`config.mk`:
```
export PLATFORM = sky130hd
export DESIGN_NAME = pixel_op_pipe_flat
export DESIGN_NICKNAME = d
export VERILOG_FILES = /design/src/rtl/pixel_op_pkg.sv /design/src/rtl/pixel_op_pipe_if.sv /design/src/rtl/pixel_op_alu.sv /design/src/rtl/pixel_op_pipe.sv /design/src/flat_wrapper.sv
export SDC_FILE = /design/constraint.sdc
export NUM_CORES = 1
export LEC_CHECK = 0
export BUFFER_PORTS_ARGS = -buffer_cell sky130_fd_sc_hd__buf_2
export CORE_UTILIZATION = 56
export CTS_CLUSTER_SIZE = 12
export DETAILED_ROUTE_END_ITERATION = 7
export PLACE_DENSITY = 0.79
export SYNTH_ARGS = -nofsm -noshare
export SYNTH_HDL_FRONTEND = slang
export SYNTH_HIERARCHICAL = 1
export SYNTH_SLANG_ARGS = --single-unit
```
`constraint.sdc`:
```
create_clock -name clk -period 5.65 [get_ports clk]
set_clock_uncertainty 0.05 [all_clocks]
set_input_delay 0.565 -clock clk [delete_from_list [all_inputs] [get_ports clk]]
set_output_delay 0.565 -clock clk [all_outputs]
set_load 0.1 [all_outputs]
```
`src/rtl/pixel_op_pkg.sv`:
```
// Shared types and constants for the pixel point-operation pipeline.
// Optional feature macro: PIXOP_THRESH_EN (code 7 binarises when defined).
package pixel_op_pkg;

    // Operation codes latched on the SOF beat.
    typedef enum logic [2:0] {
        OP_BRIGHT_INC = 3'd0,
        OP_BRIGHT_DEC = 3'd1,
        OP_GRAY       = 3'd2,
        OP_INVERT     = 3'd3,
        OP_RED        = 3'd4,
        OP_GREEN      = 3'd5,
        OP_BLUE       = 3'd6,
        OP_THRESH     = 3'd7
    } op_e;

    // Luma weights; they sum to 256 so the >>8 gray never exceeds MAXV.
    localparam int W_R = 77;
    localparam int W_G = 150;
    localparam int W_B = 29;

    // Channel count and index order used by the packed channel arrays.
    localparam int NUM_CH = 3;
    localparam int CH_R   = 0;
    localparam int CH_G   = 1;
    localparam int CH_B   = 2;

    // Default pixel width and the matching pixel record.
    localparam int PIX_W_DEF = 8;
    typedef struct packed {
        logic [PIX_W_DEF-1:0] r;
        logic [PIX_W_DEF-1:0] g;
        logic [PIX_W_DEF-1:0] b;
    } pixel_t;

endpackage

```
`src/rtl/pixel_op_pipe_if.sv`:
```
// Stream bus for pixel_op_pipe: input beat + cfg, output beat, frame length.
// master = pixel source / writer side, slave = the pipeline.
interface pixel_op_pipe_if #(
    parameter int PIX_W = 8,
    parameter int CNT_W = 20
);
    logic             in_valid;
    logic             in_ready;
    logic             in_sof;
    logic             in_eof;
    logic [2:0]       select_oper;
    logic [PIX_W-1:0] value;
    logic [PIX_W-1:0] threshold;
    logic [PIX_W-1:0] red_in;
    logic [PIX_W-1:0] green_in;
    logic [PIX_W-1:0] blue_in;

    logic             out_valid;
    logic             out_ready;
    logic             out_sof;
    logic             out_eof;
    logic [PIX_W-1:0] red_out;
    logic [PIX_W-1:0] green_out;
    logic [PIX_W-1:0] blue_out;

    logic [CNT_W-1:0] frame_len;
    logic             frame_len_valid;

    modport master (
        output in_valid, in_sof, in_eof, select_oper, value, threshold,
               red_in, green_in, blue_in, out_ready,
        input  in_ready, out_valid, out_sof, out_eof,
               red_out, green_out, blue_out, frame_len, frame_len_valid
    );

    modport slave (
        input  in_valid, in_sof, in_eof, select_oper, value, threshold,
               red_in, green_in, blue_in, out_ready,
        output in_ready, out_valid, out_sof, out_eof,
               red_out, green_out, blue_out, frame_len, frame_len_valid
    );
endinterface

```
`src/rtl/pixel_op_alu.sv`:
```
// Stage-2 clamp/select for one pixel from the registered stage-1 terms.
// Code 7 binarises against thr only when PIXOP_THRESH_EN is defined,
// otherwise it passes the pixel through and thr is ignored.
module pixel_op_alu
    import pixel_op_pkg::*;
#(
    parameter int PIX_W = 8
) (
    input  op_e                            op,
    input  logic [PIX_W-1:0]               thr,
    input  logic [NUM_CH-1:0][PIX_W-1:0]   raw,
    input  logic [NUM_CH-1:0][PIX_W:0]     sum,
    input  logic [NUM_CH-1:0][PIX_W:0]     dif,
    input  logic [PIX_W+9:0]               acc,
    output logic [NUM_CH-1:0][PIX_W-1:0]   pix
);
    localparam logic [PIX_W-1:0] MAXV = '1;

    logic [PIX_W-1:0] gray;
    logic             unused_bits;

    // Weighted sum >> 8; the top two accumulator bits are always zero.
    assign gray = acc[PIX_W+7:8];
`ifdef PIXOP_THRESH_EN
    assign unused_bits = ^{acc[PIX_W+9:PIX_W+8], acc[7:0]};
`else
    assign unused_bits = ^{acc[PIX_W+9:PIX_W+8], acc[7:0], thr};
`endif

    // Per-op result select; sum/dif MSB is the carry/borrow used to clamp.
    always_comb begin
        pix = '0;
        case (op)
            OP_BRIGHT_INC: begin
                for (int c = 0; c < NUM_CH; c++)
                    pix[c] = sum[c][PIX_W] ? MAXV : sum[c][PIX_W-1:0];
            end
            OP_BRIGHT_DEC: begin
                for (int c = 0; c < NUM_CH; c++)
                    pix[c] = dif[c][PIX_W] ? '0 : dif[c][PIX_W-1:0];
            end
            OP_GRAY:   pix = {NUM_CH{gray}};
            OP_INVERT: begin
                for (int c = 0; c < NUM_CH; c++)
                    pix[c] = MAXV - raw[c];
            end
            OP_RED:    pix[CH_R] = raw[CH_R];
            OP_GREEN:  pix[CH_G] = raw[CH_G];
            OP_BLUE:   pix[CH_B] = raw[CH_B];
`ifdef PIXOP_THRESH_EN
            OP_THRESH: pix = (gray > thr) ? '0 : {NUM_CH{MAXV}};
`else
            OP_THRESH: pix = raw;
`endif
        endcase
    end
endmodule

```
`src/rtl/pixel_op_pipe.sv`:
```
// Streaming RGB point-operation engine: 2-stage valid/ready pipeline,
// per-frame cfg latch on SOF, saturating frame-length counter.
// Optional feature macro: PIXOP_THRESH_EN (keeps threshold cfg + compare).
module pixel_op_pipe
    import pixel_op_pkg::*;
#(
    parameter int PIX_W = 8,
    parameter int CNT_W = 20
) (
    input  logic           clk,
    input  logic           reset,
    pixel_op_pipe_if.slave bus
);
    localparam int ACC_W = PIX_W + 10;

    typedef logic [NUM_CH-1:0][PIX_W-1:0] chan_t;
    typedef logic [NUM_CH-1:0][PIX_W:0]   wide_t;

    // Handshake
    logic [2:1]       vld_pipe_q, vld_pipe_d;
    logic             s2_load, in_fire, out_fire;

    // Frame cfg
    op_e              cfg_op_q, cfg_op_d;
    logic [PIX_W-1:0] cfg_val_q, cfg_val_d;
    logic [PIX_W-1:0] alu_thr;

    // Stage 1
    chan_t            pix_in;
    chan_t            s1_raw_q, s1_raw_d;
    wide_t            s1_sum_q, s1_sum_d;
    wide_t            s1_dif_q, s1_dif_d;
    logic [ACC_W-1:0] s1_acc_q, s1_acc_d;
    op_e              s1_op_q, s1_op_d;
    logic             s1_sof_q, s1_sof_d, s1_eof_q, s1_eof_d;

    // Stage 2
    chan_t            alu_pix;
    chan_t            s2_pix_q, s2_pix_d;
    logic             s2_sof_q, s2_sof_d, s2_eof_q, s2_eof_d;

    // Frame counter
    logic [CNT_W-1:0] cnt_q, cnt_d;
    logic [CNT_W-1:0] flen_q, flen_d;
    logic             flen_vld_q, flen_vld_d;

`ifdef PIXOP_THRESH_EN
    logic [PIX_W-1:0] cfg_thr_q, cfg_thr_d;
    logic [PIX_W-1:0] s1_thr_q, s1_thr_d;
    assign alu_thr = s1_thr_q;
`else
    logic unused_thr;
    assign unused_thr = ^bus.threshold;
    assign alu_thr    = '0;
`endif

    // Stage 2 accepts when empty or draining; stage 1 when empty or moving on.
    assign s2_load      = !vld_pipe_q[2] || bus.out_ready;
    assign bus.in_ready = !vld_pipe_q[1] || s2_load;
    assign in_fire      = bus.in_valid && bus.in_ready;
    assign out_fire     = vld_pipe_q[2] && bus.out_ready;
    assign pix_in       = {bus.blue_in, bus.green_in, bus.red_in};

    // Pipeline occupancy.
    always_comb begin
        vld_pipe_d[1] = in_fire || (vld_pipe_q[1] && !s2_load);
        vld_pipe_d[2] = s2_load ? vld_pipe_q[1] : vld_pipe_q[2];
    end

    // Cfg latch; the _d value is what the SOF beat itself computes with.
    always_comb begin
        cfg_op_d  = cfg_op_q;
        cfg_val_d = cfg_val_q;
`ifdef PIXOP_THRESH_EN
        cfg_thr_d = cfg_thr_q;
`endif
        if (in_fire && bus.in_sof) begin
            cfg_op_d  = op_e'(bus.select_oper);
            cfg_val_d = bus.value;
`ifdef PIXOP_THRESH_EN
            cfg_thr_d = bus.threshold;
`endif
        end
    end

    // Stage 1: widened sums/differences and the weighted gray accumulator.
    always_comb begin
        s1_raw_d = s1_raw_q;
        s1_sum_d = s1_sum_q;
        s1_dif_d = s1_dif_q;
        s1_acc_d = s1_acc_q;
        s1_op_d  = s1_op_q;
        s1_sof_d = s1_sof_q;
        s1_eof_d = s1_eof_q;
`ifdef PIXOP_THRESH_EN
        s1_thr_d = s1_thr_q;
`endif
        if (in_fire) begin
            s1_raw_d = pix_in;
            for (int c = 0; c < NUM_CH; c++) begin
                s1_sum_d[c] = {1'b0, pix_in[c]} + {1'b0, cfg_val_d};
                s1_dif_d[c] = {1'b0, pix_in[c]} - {1'b0, cfg_val_d};
            end
            s1_acc_d = ACC_W'(W_R) * ACC_W'(bus.red_in)
                     + ACC_W'(W_G) * ACC_W'(bus.green_in)
                     + ACC_W'(W_B) * ACC_W'(bus.blue_in);
            s1_op_d  = cfg_op_d;
            s1_sof_d = bus.in_sof;
            s1_eof_d = bus.in_eof;
`ifdef PIXOP_THRESH_EN
            s1_thr_d = cfg_thr_d;
`endif
        end
    end

    pixel_op_alu #(.PIX_W(PIX_W)) u_alu (
        .op  (s1_op_q),
        .thr (alu_thr),
        .raw (s1_raw_q),
        .sum (s1_sum_q),
        .dif (s1_dif_q),
        .acc (s1_acc_q),
        .pix (alu_pix)
    );

    // Stage 2: capture the ALU result; held stable while stalled.
    always_comb begin
        s2_pix_d = s2_pix_q;
        s2_sof_d = s2_sof_q;
        s2_eof_d = s2_eof_q;
        if (s2_load && vld_pipe_q[1]) begin
            s2_pix_d = alu_pix;
            s2_sof_d = s1_sof_q;
            s2_eof_d = s1_eof_q;
        end
    end

    // Frame counter: restart on SOF, saturate, report length on EOF.
    always_comb begin
        cnt_d      = cnt_q;
        flen_d     = flen_q;
        flen_vld_d = 1'b0;
        if (out_fire) begin
            if (s2_sof_q)
                cnt_d = CNT_W'(1);
            else if (cnt_q != '1)
                cnt_d = cnt_q + CNT_W'(1);
            if (s2_eof_q) begin
                flen_d     = cnt_d;
                flen_vld_d = 1'b1;
            end
        end
    end

    // State registers.
    always_ff @(posedge clk or posedge reset) begin
        if (reset) begin
            vld_pipe_q <= '0;
            cfg_op_q   <= OP_BRIGHT_INC;
            cfg_val_q  <= '0;
            s1_raw_q   <= '0;
            s1_sum_q   <= '0;
            s1_dif_q   <= '0;
            s1_acc_q   <= '0;
            s1_op_q    <= OP_BRIGHT_INC;
            s1_sof_q   <= 1'b0;
            s1_eof_q   <= 1'b0;
            s2_pix_q   <= '0;
            s2_sof_q   <= 1'b0;
            s2_eof_q   <= 1'b0;
            cnt_q      <= '0;
            flen_q     <= '0;
            flen_vld_q <= 1'b0;
`ifdef PIXOP_THRESH_EN
            cfg_thr_q  <= '0;
            s1_thr_q   <= '0;
`endif
        end else begin
            vld_pipe_q <= vld_pipe_d;
            cfg_op_q   <= cfg_op_d;
            cfg_val_q  <= cfg_val_d;
            s1_raw_q   <= s1_raw_d;
            s1_sum_q   <= s1_sum_d;
            s1_dif_q   <= s1_dif_d;
            s1_acc_q   <= s1_acc_d;
            s1_op_q    <= s1_op_d;
            s1_sof_q   <= s1_sof_d;
            s1_eof_q   <= s1_eof_d;
            s2_pix_q   <= s2_pix_d;
            s2_sof_q   <= s2_sof_d;
            s2_eof_q   <= s2_eof_d;
            cnt_q      <= cnt_d;
            flen_q     <= flen_d;
            flen_vld_q <= flen_vld_d;
`ifdef PIXOP_THRESH_EN
            cfg_thr_q  <= cfg_thr_d;
            s1_thr_q   <= s1_thr_d;
`endif
        end
    end

    assign bus.out_valid       = vld_pipe_q[2];
    assign bus.out_sof         = s2_sof_q;
    assign bus.out_eof         = s2_eof_q;
    assign bus.red_out         = s2_pix_q[CH_R];
    assign bus.green_out       = s2_pix_q[CH_G];
    assign bus.blue_out        = s2_pix_q[CH_B];
    assign bus.frame_len       = flen_q;
    assign bus.frame_len_valid = flen_vld_q;
endmodule

```
`src/flat_wrapper.sv`:
```
// flat-port wrapper written by rule: the top's interface ports become plain ports
module pixel_op_pipe_flat import pixel_op_pkg::*;
#(
    parameter int PIX_W = 8,
    parameter int CNT_W = 20
)
  (clk, reset, bus_in_valid, bus_in_sof, bus_in_eof, bus_select_oper, bus_value, bus_threshold, bus_red_in, bus_green_in, bus_blue_in, bus_out_ready, bus_in_ready, bus_out_valid, bus_out_sof, bus_out_eof, bus_red_out, bus_green_out, bus_blue_out, bus_frame_len, bus_frame_len_valid);
  pixel_op_pipe_if #(.PIX_W(PIX_W), .CNT_W(CNT_W)) bus_i ();
  input  logic clk;
  input  logic reset;
  input wire logic [$bits(bus_i.in_valid)-1:0] bus_in_valid;
  input wire logic [$bits(bus_i.in_sof)-1:0] bus_in_sof;
  input wire logic [$bits(bus_i.in_eof)-1:0] bus_in_eof;
  input wire logic [$bits(bus_i.select_oper)-1:0] bus_select_oper;
  input wire logic [$bits(bus_i.value)-1:0] bus_value;
  input wire logic [$bits(bus_i.threshold)-1:0] bus_threshold;
  input wire logic [$bits(bus_i.red_in)-1:0] bus_red_in;
  input wire logic [$bits(bus_i.green_in)-1:0] bus_green_in;
  input wire logic [$bits(bus_i.blue_in)-1:0] bus_blue_in;
  input wire logic [$bits(bus_i.out_ready)-1:0] bus_out_ready;
  output wire logic [$bits(bus_i.in_ready)-1:0] bus_in_ready;
  output wire logic [$bits(bus_i.out_valid)-1:0] bus_out_valid;
  output wire logic [$bits(bus_i.out_sof)-1:0] bus_out_sof;
  output wire logic [$bits(bus_i.out_eof)-1:0] bus_out_eof;
  output wire logic [$bits(bus_i.red_out)-1:0] bus_red_out;
  output wire logic [$bits(bus_i.green_out)-1:0] bus_green_out;
  output wire logic [$bits(bus_i.blue_out)-1:0] bus_blue_out;
  output wire logic [$bits(bus_i.frame_len)-1:0] bus_frame_len;
  output wire logic [$bits(bus_i.frame_len_valid)-1:0] bus_frame_len_valid;
  assign bus_i.in_valid = bus_in_valid;
  assign bus_i.in_sof = bus_in_sof;
  assign bus_i.in_eof = bus_in_eof;
  assign bus_i.select_oper = bus_select_oper;
  assign bus_i.value = bus_value;
  assign bus_i.threshold = bus_threshold;
  assign bus_i.red_in = bus_red_in;
  assign bus_i.green_in = bus_green_in;
  assign bus_i.blue_in = bus_blue_in;
  assign bus_i.out_ready = bus_out_ready;
  assign bus_in_ready = bus_i.in_ready;
  assign bus_out_valid = bus_i.out_valid;
  assign bus_out_sof = bus_i.out_sof;
  assign bus_out_eof = bus_i.out_eof;
  assign bus_red_out = bus_i.red_out;
  assign bus_green_out = bus_i.green_out;
  assign bus_blue_out = bus_i.blue_out;
  assign bus_frame_len = bus_i.frame_len;
  assign bus_frame_len_valid = bus_i.frame_len_valid;
  pixel_op_pipe #(.PIX_W(PIX_W), .CNT_W(CNT_W)) u_core (.clk(clk), .reset(reset), .bus(bus_i));
endmodule
```
==> results.cfg <==
[status]
status = complete, but fails checks
violations = setup timing

[grt]
grt-ovfl-total = 0
grt_pass1_wl_um = 52200
first_global_vias = 10100
grt_start_max_net_pins = 115
antenna_found_initial = 1
grtUsageTotal_pct = 28.4
grt_util_met2_pct = 46.6
use_met3_pct = 3.97
use_met1_pct = 38.8
grt_busiest_layer = met2

[clocking]
h-tree-depth = 4
cts_max_path_buffers = 2
ctsHoldBuffers = 0
cts_buffers = 17
clk_latency_ns = 0.43
cts_tree = built
clockRootBuffer = clkbuf_16
cts_num_sinks = 168
clk_pin_slew_ns = 0.07

[placement]
gp_congestion = 0.928
post-place-ws_ns = -0.758
portBuffers = 89
dp_cells = 1731
dp_hpwl_um = 24700

[timing]
holdWs_ns = 0.295
setup_viol = 4
hold_viol = 0
tns_ns = -0.326
fin_ws_ns = -0.227
rsz0062_at_grt = true
max_freq_mhz = 170
drv_slew = 0
period_needed_ns = 5.88
finalCritPeriodShare_pct = 104
tightest_slew_ns = 1.13
max-slew-margin-rel_pct = 24.2

[layout]
final_util_pct = 65.6
drive_gt1_share_pct = 19.2
area_growth_syn_to_layout_pct = 15.3
fin_cells = 1766
num-fill-cells = 1781
final_common_cell = dfrtp_1
layout_common_cells = 168 x dfrtp_1, 156 x nand2_1, 131 x o21ai_0
multi_input_area_um2 = 8200
fin_nets = 1718
regArea_um2 = 4200
n_antenna_cell = 0

[floorplanning]
dieArea_um2 = 23500
die_h_um = 153
start_util_pct = 56.9
die_w_um = 153
coreArea_um2 = 22600
rows = 55
ios = 98

[min_path]
hp-class = in2reg

[worst_setup_path]
crit_path_cell_trace = buf_8 -> ha_4 -> ha_4 -> inv_2 -> fa_1 -> fa_1 -> inv_2 -> ha_4 -> and3_4 -> a221oi_2 -> xnor2_1 -> ha_1 -> fa_1 -> inv_2 -> fa_2 -> fa_1 -> inv_2 -> ha_4 -> and4_4 -> or3b_4 -> a31o_4 -> xor2_1 -> o21ai_1
path_max_fanout = 4
start_kind = primary input
cpPeakStageDelay_ns = 0.51
setup.worst_path.end_class = flop
path_class = in2reg
cp_data_required_time_ns = 5.88
slowest_stage = fa_1
critPathArrivalTime_ns = 6.11

[power]
power.density_nw_per_um2 = 701
vdd_drop_max_v = 0.00105
p_leak_nw = 7.10

[synth]
avgSynthCellArea_um2 = 9.42
netlist_instances = 1363
ys_warn_count = 6
netlist_area_um2 = 12800
syn-num-nets = 1613

[routing]
detail_route.wl_per_cell_um = 18.5
first_pass_iters = 5
final_antenna_net_count = 0
vias = 10400
finalWirelength_um = 32600
viasPerCell = 5.88
first_iter_violations = 826
route.detailed.drc = 0

[flow_run]
maxCapViolCount = 0
==> power by group <==
| group | switching (W) | internal, W |
|---|---|---|
| clock network | 0.000498 | 0.000693 |
| registers | 0.000243 | 0.00154 |
| logic | 0.00412 | 0.00329 |
| total | 0.00486 | 0.00552 |
==> critical path: cells and delay by family <==
kind                       cells  cell delay [ns]
adders and majority gates     10             3.66
xor gates and xnor gates       2             0.27
AOI/OAI and AO/OA              3             0.58
buffers and inverters          5             0.28
and+or+nand+nor                3             0.75
==> state kept, by name, indices dropped and copies added (netlist names), 2 cells and up <==
name,flops
u_core/s1_sum_q,27
u_core/s1_dif_q,24
u_core/s1_raw_q,24
u_core/bus.frame_len,20
u_core/cnt_q,20
u_core/bus.blue_out,8
u_core/bus.green_out,8
u_core/bus.red_out,8
u_core/cfg_val_q,8
u_core/s1_acc_q,8
u_core/cfg_op_q,3
u_core/s1_op_q,3
u_core/vld_pipe_q,2
==> timing repair <==
action                                  4_1_cts  5_1_grt
pin swaps                                     5       22
gates resized for setup                      11       34
endpoints found under the setup margin        6        8
setup buffers                                 1        2
==> metrics by stage <==
step,instance area (µm²),power [W]
after floorplan,13000,0.00642
after global placement,13900,0.00814
after detailed placement,13900,0.00828
after CTS,14600,0.00970
after global routing,14800,0.0111
final,14800,0.0104
==> final cells by class <==
type                            instances  share of cell area [%]
Multi-Input combinational cell        997                    55.4
Tap cell                              285                    2.41
Clock buffer                           20                    3.15
Inverter                              134                    3.43
Sequential cell                       168                    28.4
Timing Repair Buffer                  150                    6.24
Clock inverter                         12                   0.955
==> worst paths after layout <==
| check | start | end | slack (ns) | depth (start not counted) |
|---|---|---|---|---|
| min | bus_in_eof | u_core/s1_eof_q$_DFFE_PP0P_ | 0.29 | 3 |
| max in group asynchronous | reset | u_core/s1_dif_q[7]$_DFFE_PP0P_ | 3.94 | 3 |
| min in group asynchronous | reset | u_core/cnt_q[4]$_DFFE_PP0P_ | 0.33 | 2 |
| max | bus_green_in[4] | u_core/s1_acc_q[13]$_DFFE_PP0P_ | -0.23 | 23 |
| max reg2reg | u_core/vld_pipe_q[2]$_DFFE_PP0P_ | u_core/s1_dif_q[6]$_DFFE_PP0P_ | 1.63 | 14 |
| min reg2reg | u_core/bus.frame_len[12]$_DFFE_PP0P_ | u_core/bus.frame_len[12]$_DFFE_PP0P_ | 0.42 | 2 |
==> metal layers <==
layer  wire [µm]  share of wire [%]  vias up
met3        1970                6.0       53
li1            -                  -     4926
met4         737                2.3        2
met2       15500                 48      365
met1       14400                 44     5043
met5          13              0.040        -
No activity file was read; power rests on OpenSTA's default activity.
